==> config.mk <==
export PLATFORM = sky130hd
export DESIGN_NAME = bit_serial_tx
export DESIGN_NICKNAME = d
export VERILOG_FILES = /design/src/rtl/bit_serial_pkg.sv /design/src/rtl/bit_serial_shreg.sv /design/src/rtl/bit_serial_tx.sv
export SDC_FILE = /design/constraint.sdc
export NUM_CORES = 1
export LEC_CHECK = 0
export ABC_AREA = 1
export CORE_MARGIN = 3
export CORE_UTILIZATION = 61
export CTS_BUF_LIST = sky130_fd_sc_hd__clkbuf_4 sky130_fd_sc_hd__clkbuf_8
export CTS_CLUSTER_DIAMETER = 80
export DETAILED_ROUTE_END_ITERATION = 10
export HOLD_SLACK_MARGIN = 0.1
export PLACE_DENSITY = 0.87
export SLEW_MARGIN = 30
export SYNTH_ARGS = -nofsm -noshare
export SYNTH_HDL_FRONTEND = slang
export SYNTH_SLANG_ARGS = --single-unit
==> constraint.sdc <==
create_clock -name clk -period 5.2 [get_ports clk]
set_clock_uncertainty 0.1 [all_clocks]
set_input_delay 0.52 -clock clk [delete_from_list [all_inputs] [get_ports clk]]
set_output_delay 0.52 -clock clk [all_outputs]
set_load 0.02 [all_outputs]
==> src/rtl/bit_serial_pkg.sv <==
// -----------------------------------------------------------------------------
// bit_serial_pkg
// Shared definitions for the bit-serial transmitter:
//   SER_W      default operand word width
//   SER_CNT_W  bit-counter width derived from SER_W
//   state_t    transmitter state (IDLE / SHIFT)
// -----------------------------------------------------------------------------
package bit_serial_pkg;

    localparam int SER_W     = 12;
    localparam int SER_CNT_W = $clog2(SER_W);

    typedef enum logic {
        IDLE  = 1'b0,
        SHIFT = 1'b1
    } state_t;

endpackage

==> src/rtl/bit_serial_shreg.sv <==
// -----------------------------------------------------------------------------
// bit_serial_shreg
// One serial lane: a one-word holding register, a shifter and the serial
// output bit taken straight from the shifter register.
//
// Ports:
//   clk        in   system clock, rising edge
//   rst_n      in   asynchronous active-low reset (clears the shifter)
//   load_new   in   load shifter from din
//   load_hold  in   load shifter from the holding register (wins over load_new)
//   shift      in   advance the shifter by one bit
//   hold_wr    in   capture din into the holding register
//   din        in   parallel word, W bits
//   ser        out  current serial bit
//
// Build option: BIT_SERIAL_TX_MSB_FIRST_EN selects MSB-first shifting.
// -----------------------------------------------------------------------------
module bit_serial_shreg
    import bit_serial_pkg::*;
#(
    parameter int W = SER_W
) (
    input  logic         clk,
    input  logic         rst_n,
    input  logic         load_new,
    input  logic         load_hold,
    input  logic         shift,
    input  logic         hold_wr,
    input  logic [W-1:0] din,
    output logic         ser
);

    logic [W-1:0] hold;
    logic [W-1:0] sh;

    // Hold contents are only meaningful while the top-level hold_full flag is
    // set, so this register needs no reset.
    always_ff @(posedge clk) begin
        if (hold_wr) begin
            hold <= din;
        end
    end

    // Zero fill on every shift means the shifter is all zeros once a word has
    // been fully emitted, so the serial output idles low.
    always_ff @(posedge clk or negedge rst_n) begin
        if (!rst_n) begin
            sh <= '0;
        end else if (load_hold) begin
            sh <= hold;
        end else if (load_new) begin
            sh <= din;
        end else if (shift) begin
`ifdef BIT_SERIAL_TX_MSB_FIRST_EN
            sh <= {sh[W-2:0], 1'b0};
`else
            sh <= {1'b0, sh[W-1:1]};
`endif
        end
    end

`ifdef BIT_SERIAL_TX_MSB_FIRST_EN
    assign ser = sh[W-1];
`else
    assign ser = sh[0];
`endif

endmodule

==> src/rtl/bit_serial_tx.sv <==
// -----------------------------------------------------------------------------
// bit_serial_tx
// Parallel-to-serial transmitter for the bit-serial adder. Operand pairs are
// accepted over a valid/ready handshake and emitted as two synchronous serial
// streams with a qualifier and word-boundary flags. A one-word holding
// register per lane allows bubble-free back-to-back words.
//
// Ports:
//   clk         in   system clock, rising edge
//   rst_n       in   asynchronous active-low reset
//   word_valid  in   operand pair present on a_in/b_in
//   word_ready  out  pair can be accepted this cycle (= !hold_full)
//   a_in        in   operand A, W bits
//   b_in        in   operand B, W bits
//   x           out  serial bit of A
//   y           out  serial bit of B
//   out_valid   out  x/y valid this cycle (adder in_valid)
//   word_start  out  x/y carry the first serial bit of a word
//   word_last   out  x/y carry the final serial bit of a word
//   busy        out  shifting or holding register full
//
// Build option: BIT_SERIAL_TX_MSB_FIRST_EN (undefined by default) sends bit
// W-1 first; the adder needs LSB-first, so leave it undefined for that use.
// -----------------------------------------------------------------------------
module bit_serial_tx
    import bit_serial_pkg::*;
#(
    parameter int W = SER_W
) (
    input  logic         clk,
    input  logic         rst_n,
    input  logic         word_valid,
    output logic         word_ready,
    input  logic [W-1:0] a_in,
    input  logic [W-1:0] b_in,
    output logic         x,
    output logic         y,
    output logic         out_valid,
    output logic         word_start,
    output logic         word_last,
    output logic         busy
);

    localparam int CNT_W = $clog2(W);
    localparam logic [CNT_W-1:0] CNT_LAST = CNT_W'(W - 1);

    state_t           state;
    logic [CNT_W-1:0] cnt;
    logic             hold_full;

    logic transfer;
    logic last_bit;
    logic load_new;
    logic load_hold;
    logic hold_wr;
    logic shift;

    // Ready depends on a register only, never on word_valid.
    assign word_ready = !hold_full;
    assign transfer   = word_valid && word_ready;
    assign last_bit   = (state == SHIFT) && (cnt == CNT_LAST);

    // Next-word priority at the last-bit edge: held word first, then a word
    // arriving on this very edge. Any other transfer while shifting goes to
    // the holding register. A transfer can never coincide with hold_full, so
    // load_new and load_hold are mutually exclusive.
    assign load_hold = last_bit && hold_full;
    assign load_new  = transfer && ((state == IDLE) || last_bit);
    assign hold_wr   = transfer && (state == SHIFT) && !last_bit;
    assign shift     = (state == SHIFT);

    always_ff @(posedge clk or negedge rst_n) begin
        if (!rst_n) begin
            state     <= IDLE;
            cnt       <= '0;
            hold_full <= 1'b0;
        end else begin
            case (state)
                IDLE: begin
                    cnt <= '0;
                    if (transfer) begin
                        state <= SHIFT;
                    end
                end
                SHIFT: begin
                    if (!last_bit) begin
                        cnt <= cnt + CNT_W'(1);
                        if (hold_wr) begin
                            hold_full <= 1'b1;
                        end
                    end else begin
                        cnt <= '0;
                        if (hold_full) begin
                            hold_full <= 1'b0;
                        end else if (!transfer) begin
                            state <= IDLE;
                        end
                    end
                end
                default: begin
                    state     <= IDLE;
                    cnt       <= '0;
                    hold_full <= 1'b0;
                end
            endcase
        end
    end

    // Outputs derive purely from registers; the flags are gated by out_valid
    // so they stay low while idle even though cnt rests at zero.
    assign out_valid  = (state == SHIFT);
    assign word_start = out_valid && (cnt == '0);
    assign word_last  = out_valid && (cnt == CNT_LAST);
    assign busy       = (state == SHIFT) || hold_full;

    bit_serial_shreg #(.W(W)) u_lane_a (
        .clk       (clk),
        .rst_n     (rst_n),
        .load_new  (load_new),
        .load_hold (load_hold),
        .shift     (shift),
        .hold_wr   (hold_wr),
        .din       (a_in),
        .ser       (x)
    );

    bit_serial_shreg #(.W(W)) u_lane_b (
        .clk       (clk),
        .rst_n     (rst_n),
        .load_new  (load_new),
        .load_hold (load_hold),
        .shift     (shift),
        .hold_wr   (hold_wr),
        .din       (b_in),
        .ser       (y)
    );

endmodule
**Word-level counts from Yosys, hierarchy flattened**

Cells that the tools add are included.

- Bits in writable memories: 0
- Memory bits (read-only): 0
- Output and inout bits: 7
- Memories: 0
- Bits in registers: 54
- Input port bits: 27
- Latch bits: 0
- Logic and storage cells: 39

- Bitwise operators: 1
- $lt $le $gt $ge: 0
- Muxes and demuxes: 14
- Multiply operators: 0
- Reduce and logical (&&, ||, !) cells: 15
- Add/sub/neg operators: 1
- Equality and inequality tests: 1
- Shift operators: 0
- Div/mod/pow operators: 0

Operators with widths:

| operator | count |
|---|---|
| two-way mux 12 bit | 6 |
| case mux 4 bit (2 select lines) | 1 |
| logical AND 1 bit | 7 |
| two-way mux 1 bit | 5 |
| adder 4 x 1 -> 4 bit (second input constant) | 1 |
| == test 4 bit (second input constant) | 1 |
| logical NOT 4 bit | 1 |
| two-way mux 4 bit | 1 |
| nonzero test 3 bit | 1 |
| logical NOT 1 bit | 2 |
| logical OR 1 bit | 2 |
| case mux 1 bit (2 select lines) | 1 |
| AND reduction 2 bit | 1 |
| nonzero test 2 bit | 1 |
| NOT 1 bit | 1 |

**Longest topological paths before layout**

Gate-level depths: netlist (run 1).

- Depth in word-level cells: 6
- Gate-level depth with buffers: 9
- Depth with buffers taken out: 8

**By module**

Synthesis (run 1) repeated with hierarchy kept, for this count alone.

- Cells, all modules: 270
- Area total of the unflattened synthesis: 2544.9 um^2

By module, submodules not included:

| module | cells an instance | area an instance (um^2) | times used | sequential area each (um^2) |
|---|---|---|---|---|
| bit_serial_shreg | 116 | 1109.8 | 2 | 660.6 |
| bit_serial_tx | 38 | 325.3 | 1 | 150.1 |

**Least setup slack after synthesis (run 1)**

No wires, ideal clock.

- Path kind: in2reg
- Start point: in word_valid
- End point: reg u_lane_a.hold[0], enable pin
- Slack: 2599 ps
- Data arrival time: 2096 ps
- Library setup time: 405 ps
- Cell stages on the path: 5
- Buffers on the path: 1
- Required time: 4695 ps
- Cells stage by stage: inv_1 -> nor2_4 -> clkbuf_1 -> inv_1 -> nor2_1

- Cells in the longest elaborated chain, start to end: 3

Ends and longest elaborated chain:

| element | line | source |
|---|---|---|
| start, declared | bit_serial_tx.sv:32 | `input logic word_valid,` |
| logical AND 1 bit | bit_serial_tx.sv:60 | `assign transfer = word_valid && word_ready;` |
| logical AND 1 bit (2 in a row) | bit_serial_tx.sv:69 | `assign hold_wr = transfer && (state == SHIFT) && !last_bit;` |
| via hold_wr | bit_serial_tx.sv:55 | `logic hold_wr;` |
| end signal, assigned | bit_serial_shreg.sv:40 | `hold <= din;` |
| end, declared | bit_serial_shreg.sv:33 | `logic [W-1:0] hold;` |

The timed path passes the listed nets, and every way through them passes these cells.
A chain may end at the register's enable or synchronous reset.

**Worst setup path in the final report (run 1)**

- Start point: in word_valid
- End point: reg u_lane_a.hold[1], enable pin

The elaborated chain is that of the path after synthesis.

==> results of run 1 <==
logic make-up (layout without fill, tap and decap cells):
family | Yosys count | in the layout | synth area share (%)
buf+inv | 48 | 76 | 8.31
simple gates | 158 | 158 | 27.3
compound gates | 23 | 23 | 4.55
xor+xnor | 2 | 2 | 0.693
fa+ha+maj | 2 | 2 | 0.989
flops | 54 | 54 | 58.2
Yosys cell counts:
| cell | instances |
|---|---|
| nand2_2 | 2 |
| nor2_4 | 2 |
| dfrtp_1 | 30 |
| buf_6 | 2 |
| nand4_2 | 1 |
| edfxtp_1 | 24 |
| xor2_1 | 1 |
| nand3b_1 | 1 |
| nor3_1 | 1 |
| ha_1 | 2 |
| o21ai_0 | 1 |
| nand2_1 | 96 |
| buf_2 | 9 |
| nor2_1 | 6 |
| xnor2_1 | 1 |
| clkbuf_1 | 3 |
| buf_4 | 1 |
| inv_2 | 2 |
| or2_2 | 1 |
| nand3_1 | 48 |
| inv_1 | 31 |
| a21oi_1 | 22 |
power by group through the flow:
stage	sequential, W	clock, W	combinational [W]
5_1_grt	0.000634	0.000255	0.000342
3_5_place_dp	0.000630	0	0.000297
3_3_place_gp	0.000627	0	0.000285
4_1_cts	0.000622	0.000243	0.000299
6_report	0.000622	0.000239	0.000297
2_1_floorplan	0.000627	0	0.000205
sequential cells by signal (all words and copies together), names as in the netlist:
signal / count
u_lane_b.sh: 12
hold_full: 1
out_valid: 1
u_lane_b.hold: 12
u_lane_a.hold: 12
u_lane_a.sh: 12
cnt: 4
critical path, delay by kind of cell:
kind          cells  cell delay [ps]
buf+inv           3              720
simple gates      2             1070
per-layer routing:
metal / part of all wire, % / GRT usage (%) / routed length [microns]
met3: 7.3 / 3.74 / 364
met5: 0 / 0 / 0
met4: 2.5 / 11.1 / 123
met2: 48 / 34.2 / 2380
met1: 42 / 26.9 / 2100
path summary, 6_finish.rpt:
kind / start / endpoint / slack [ps] / depth (start not counted)
worst max-delay path: word_valid / u_lane_a.hold[1] / 2740 / 5
max in group asynchronous: rst_n / u_lane_b.sh[10] / 4200 / 2
worst min register to register: u_lane_a.hold[11] / u_lane_a.sh[11] / 380 / 2
worst max register to register: cnt[0] / u_lane_a.hold[1] / 2890 / 4
worst min-delay path: u_lane_a.hold[11] / u_lane_a.sh[11] / 380 / 2
min in group asynchronous: rst_n / u_lane_a.sh[0] / 490 / 2
cell usage in the layout (no fill, tap or decap), drive strengths merged:
master	Yosys	final
edfxtp	24	24
inv	33	33
xor2	1	1
buf	12	2
ha	2	2
nand2	98	98
or2	1	1
nand3	48	48
nor2	8	8
dfrtp	30	30
nand3b	1	1
a21oi	22	22
nand4	1	1
clkdlybuf4s50	0	33
o21ai	1	1
nor3	1	1
xnor2	1	1
clkbuf	3	8
stage by stage:
step / hold WS, ps / utilization [%] / worst slack (ps) / instance area (sq um) / total power [W]
6_report: 376 / 77.1 / 2740 / 2950 / 0.00116
5_1_grt: 399 / 77.1 / 2620 / 2950 / 0.00123
4_1_cts: 378 / 77.1 / 2750 / 2950 / 0.00116
3_5_place_dp: 358 / 74.7 / 2430 / 2860 / 0.000927
3_3_place_gp: 348 / 74.6 / 2160 / 2850 / 0.000912
2_1_floorplan: 124 / - / 2600 / 2530 / 0.000832
area by class of cell:
class / count / area (sq um)
Multi-Input combinational cell: 185 / 857
Inverter: 33 / 124
Clock buffer: 8 / 91.3
Sequential cell: 54 / 1470
Fill cell: 268 / 877
Timing Repair Buffer: 35 / 345
Tap cell: 48 / 60.1
==> impl_metrics.ini, run 1 <==
[cts]
cts_tree = done
cts.repair.resized = 0
clock_latency_ps = 310
cts_root_buf = clkbuf_8
path_clk_slew_ps = 80
cts_sinks = 54
holdBufCountCts = 0
clockBufferDepth = 2
cts_htree_levels = 2
cts_setup_buffers = 0
cts_buffers = 5

[detailed_routing]
ant_nets = 0
drtIter0Drc = 160
wl_per_cell_microns = 13.7
num_vias = 1976
vias_per_cell = 5.44
first_pass_iters = 4
drc = 0
routed_wl_microns = 4960

[sta]
rsz0062_at_grt = false
period_share_pct = 47.4
finalSetupViolCount = 0
min_period_ps = 2460
tns_ps = 0
relSlewSlack_pct = 54.1
slew_viol_final = 0
worst-slew-pin-transition_ps = 686
hold_viol_final = 0
max_freq_mhz = 406

[pwr]
netSwitchingFraction_pct = 31.3
clock_power_share_pct = 20.7
cellLeakagePower_nw = 1.39
power.share.combinational_pct = 25.6
power_density_nw_per_um2 = 393
pwr-share-seq_pct = 53.7
ir_drop_v = 0.000295
internal_power_w = 0.000795
power_switching_w = 0.000363

[die]
num_rows = 22
io-pin-count = 34
start_util_pct = 66.1
die_h_microns = 70.4
die_width_microns = 70.4
die_area_sq_um = 4950
core_area_sq_um = 3830

[logic_synthesis]
syn_nets = 316
ys_types = 22
synthTopCellsByArea = dfrtp_1 30%, edfxtp_1 29%, nand2_1 14%, nand3_1 9.5%, inv_1 4.6%
syn_area_per_cell_sq_um = 8.81
syn-instance-count = 287
ys_seq_area_share_pct = 58.2
synth_top_area_cell = dfrtp_1
yosys_warnings = 0
synth_top_area_share_pct = 29.7
yosys_register_bits = 54
netlist_area_sq_um = 2530

[worst_setup_path]
critPathKind = in2reg
critPathLaunchType = primary input
worstPathArrival_ps = 2310
worstSetupEndpointType = register
slowest_stage = nor2_4
cp_slowest_stage_delay_ps = 590
required_ps = 5050
worstPathCellList = clkdlybuf4s50_1 > inv_1 > nor2_4 > inv_1 > nor2_4
critPathMaxFanout = 25

[final_layout]
area_growth_pct = 16.6
antenna_cells = 0
drive_gt1_share_pct = 6.35
finalNetCount = 343
finalNonFillerCells = 363

[global_routing]
antenna_found_initial = 0
grt_use_total_pct = 21.1
grt_max_degree = 47
grt_pass1_wl_microns = 8250
gr-total-overflow = 0
first_global_vias = 1900

[min_path]
hp-class = reg2reg

[job]
maxCapViolCount = 0

[placement]
dp_hpwl_microns = 2970
placed_cells = 355
place.gp.congestion = 0.776
io_buffers = 33

[status]
status = completed
Note: power is estimated with default switching activity, not from simulation.
==> run 2, diff against run 1 <==
- CORE_UTILIZATION: 61 -> 51
- PLACE_DENSITY: 0.87 -> 0.78
- clock period: 5.2 -> 2.1 ns (I/O delays scaled with it)
==> run 2 against run 1 <==
  * Cell count rose by 6.1%
  * Via count fell by 0.40%
  * First-iteration DRC count fell by 8.1%
  * Highest routed layer unchanged
  * Worst setup slack got worse by 2600 ps
  * Register-to-register slack got worse by 2700 ps
  * Count of clock-buffer cells in the layout fell by 3
  * Power rose by 150%
==> impl_metrics.ini, run 2 (synthesis gave the netlist of run 1 again) <==
[global_routing]
grt_pass1_wl_microns = 9290
gr-total-overflow = 0
first_global_vias = 1934
grt_max_degree = 31
antenna_found_initial = 0
grt_use_total_pct = 19.7

[status]
status = completed

[cts]
cts_buffers = 5
cts_sinks = 54
clockBufferDepth = 2
cts_htree_levels = 2
cts_tree = done
clock_latency_ps = 310
cts_root_buf = clkbuf_8
cts_setup_buffers = 0
path_clk_slew_ps = 90

[sta]
finalSetupViolCount = 0
min_period_ps = 1960
hold_viol_final = 0
tns_ps = 0
holdWs_ps = 201
max_freq_mhz = 509
relSlewSlack_pct = 63.7
slew_viol_final = 0
rsz0062_at_grt = false
worst-slew-pin-transition_ps = 543
period_share_pct = 93.5

[final_layout]
multiInputGateArea_sq_um = 857
final_common_cell = nand2_1
fill_cells = 417
ff_latch_area_sq_um = 1470
final_util_pct = 66.1
finalNetCount = 350
antenna_cells = 0
final_cell_mix = 96 x nand2_1, 48 x nand3_1, 31 x inv_1, 31 x clkdlybuf4s50_1, 30 x dfrtp_1
area_growth_pct = 19.3
drive_gt1_share_pct = 7.50

[die]
die_width_microns = 76.4
io-pin-count = 34
core_area_sq_um = 4560
die_h_microns = 76.4
die_area_sq_um = 5840
num_rows = 24
start_util_pct = 55.4

[worst_setup_path]
r2r_cells = 8
required_ps = 1790
critPathKind = reg2out
worstSetupEndpointType = output port
critPathMaxFanout = 7
critPathLaunchType = register
worstPathArrival_ps = 1650

[placement]
io_buffers = 33
dp_hpwl_microns = 3520
place.gp.congestion = 0.780

[job]
maxCapViolCount = 0

[detailed_routing]
drtIter0Drc = 147
routed_wl_microns = 5400
ant_nets = 0
first_pass_iters = 4
vias_per_cell = 5.11
wl_per_cell_microns = 14.0
drc = 0
num_vias = 1968

[pwr]
cellLeakagePower_nw = 1.44
power_density_nw_per_um2 = 951
ir_drop_v = 0.000510

[min_path]
hp-class = in2async
==> run 2: worst max-delay path, cell delays in order, from the launching register on <==
cell and delay, ps:
dfrtp_1 490, or2_2 320, clkdlybuf4s50_1 540
==> run 2: per-layer routing <==
metal  GRT usage (%)  routed length, microns
met5               0                       0
met4            5.98                      65
met1            26.7                    2420
met2            31.7                    2670
met3            4.14                     245
==> run 2: final timing paths <==
path                               endpoint           start  slack, ps
setup / recovery                       busy       out_valid        140
hold / removal               u_lane_a.sh[4]           rst_n        200
setup reg to reg            u_lane_a.sh[10]          cnt[0]        200
hold reg to reg              u_lane_b.sh[6]  u_lane_b.sh[6]        390
max in group asynchronous         hold_full           rst_n       1400
min in group clk           u_lane_b.hold[1]         b_in[1]        380
==> run 2: area by class of cell <==
type | count | area share, %
clock buffer | 5 | 2.28
clock inverter | 1 | 0.124
inverter | 33 | 4.10
multi-input combinational | 185 | 28.4
sequential | 54 | 48.8
tap | 65 | 2.69
timing repair buffer | 42 | 13.6
==> run 2: timing repair <==
action                     CTS  global route
setup endpoints to repair    1             1
resized for setup            1             1
hold buffers                 0             0
==> run 2: where the power goes <==
group          switching, W  internal (W)  leakage, nW
clock              0.000324      0.000219       0.0375
sequential         0.000163       0.00139        0.592
combinational      0.000448      0.000325        0.814
==> run 2: through the flow <==
stage	setup slack (ps)	area (sq um)	power, W	instances
floorplan	185	2540	0.00206	287
global placement	187	2940	0.00231	379
detailed placement	158	2940	0.00235	379
CTS	2.54	3020	0.00288	385
global route	28.4	3020	0.00309	385
finish	137	3020	0.00287	385
==> run 3, diff against run 2 <==
- ABC_CLOCK_PERIOD_IN_PS: unset -> 2000
- CORE_UTILIZATION: 51 -> 57
- PLACE_DENSITY: 0.78 -> 0.82
- clock period: 2.1 -> 2 ns (I/O delays scaled with it)
==> run 3 against run 2 <==
  * Critical path depth did not move
  * Worst setup slack got worse by 52 ps
  * Clock power rose by 36%
  * Flip-flop and latch count did not move
  * Sequential power rose by 5%
  * Cell area rose by 0.66%
  * Non-clock buffer count rose by 1
  * Sequential share of layout area fell by 0.28 points
  * Via count rose by 0.61%
  * Routed wire length fell by 6.1%
  * Global-route usage rose by 1.5 points
  * Die area fell by 9.7%
  * Critical path type unchanged
==> impl_metrics.ini, run 3 (synthesis gave the netlist of run 1 again) <==
[worst_setup_path]
rrSetupSlack_ps = 220
critPathKind = reg2out
slowest_stage = clkdlybuf4s50_1
worstPathCellList = or2_2 > clkdlybuf4s50_1
worst_r2r_endpoint = u_lane_a.sh[1]
required_ps = 1700
worstSetupEndpointType = output port
r2r_cells = 8
critPathLaunchType = register
cp_top_family = buffers and inverters
timing.rr.start = cnt[0]
worstPathArrival_ps = 1620
crit_buf_inv = 1
cp_slowest_stage_delay_ps = 540
critPathMaxFanout = 7

[min_path]
hp-class = in2async

[global_routing]
grt_pass1_wl_microns = 8640
grt_use_total_pct = 21.1
grt_max_degree = 31
antenna_found_initial = 0
gr-total-overflow = 0
first_global_vias = 1915

[sta]
finalSetupViolCount = 0
rsz0062_at_grt = false
slew_viol_final = 0
hold_viol_final = 0
relSlewSlack_pct = 73.5
min_period_ps = 1920
period_share_pct = 95.8
tns_ps = 0
worst-slew-pin-transition_ps = 398
max_freq_mhz = 522

[pwr]
internal_power_w = 0.00220
netSwitchingFraction_pct = 30.6
power_switching_w = 0.000970
power.share.combinational_pct = 25.3
clock_power_share_pct = 23.3
power_density_nw_per_um2 = 1040
ir_drop_v = 0.000639
pwr-share-seq_pct = 51.4
cellLeakagePower_nw = 1.47

[cts]
cts_buffers = 5
holdBufCountCts = 0
cts_root_buf = clkbuf_8
cts_tree = done
path_clk_slew_ps = 90
cts_htree_levels = 2
clock_latency_ps = 310
cts_setup_buffers = 0
clockBufferDepth = 2
cts_sinks = 54
cts.repair.resized = 2

[die]
core_area_sq_um = 4140
die_width_microns = 72.6
start_util_pct = 61.0
num_rows = 23
die_h_microns = 72.6
die_area_sq_um = 5270
io-pin-count = 34

[final_layout]
fill_cells = 314
final_common_cell = nand2_1
area_growth_pct = 20.1
antenna_cells = 0
drive_gt1_share_pct = 8.98
final_cell_mix = 96 x nand2_1, 48 x nand3_1, 31 x inv_1, 31 x clkdlybuf4s50_1, 29 x dfrtp_1
postLayoutCellArea_sq_um = 3040
finalNetCount = 351

[status]
status = completed

[placement]
post_dp_cell_area_sq_um = 2920
place.gp.congestion = 0.814
dp_hpwl_microns = 3220
io_buffers = 33

[detailed_routing]
drc = 0
routed_wl_microns = 5070
ant_nets = 0
wl_per_cell_microns = 13.6
num_vias = 1980
first_pass_iters = 5
drtIter0Drc = 107
vias_per_cell = 5.31

[job]
maxCapViolCount = 0
run 3: how the worst max path moves through the flow:
stage / cells after the start / end / start
2_1_floorplan: 5 / u_lane_a.hold[0] / cnt[0]
3_3_place_gp: 6 / u_lane_b.hold[0] / word_valid
3_5_place_dp: 8 / u_lane_a.sh[1] / cnt[0]
4_1_cts: 2 / busy / out_valid
5_1_grt: 2 / busy / out_valid
6_report: 2 / busy / out_valid
run 3: metal layers:
layer  wire (microns)  share of wire, %  GRT usage, %
met1             2230                44          27.2
met2             2470                49          35.1
met3              306               6.0          4.96
met4               62               1.2          7.58
met5                0                 0             0
run 3: power groups by stage:
stage	clock network [W]	logic, W	registers, W
after global placement	0	0.000772	0.00164
after global routing	0.000794	0.000933	0.00166
final	0.000739	0.000802	0.00163
after floorplan	0	0.000537	0.00163
after detailed placement	0	0.000806	0.00164
after CTS	0.000755	0.000812	0.00163
run 3: final cells by class:
class,instances,area [sq um],area share [%]
Clock inverter,1,30.0,0.988
Clock buffer,7,83.8,2.76
Tap cell,50,62.6,2.06
Sequential cell,54,1470,48.5
Multi-Input combinational cell,185,862,28.4
Timing Repair Buffer,43,403,13.3
Inverter,33,124,4.08
run 3: worst reg2reg max path, delay by kind of cell (launching register included):
kind	cells	cell delay (ps)
fa+ha+maj	1	230
buf+inv	1	300
flops	1	400
simple gates	6	690
run 3: stage by stage:
stage	std cells	util, %	hold WS, ps	total power [W]	setup WS (ps)
global route	373	73.3	205	0.00339	24.3
detailed placement	365	70.5	358	0.00245	161
CTS	373	73.2	190	0.00319	32.2
floorplan	287	-	-196	0.00217	85.1
global placement	365	70.5	346	0.00241	235
finish	373	73.3	179	0.00317	84.8
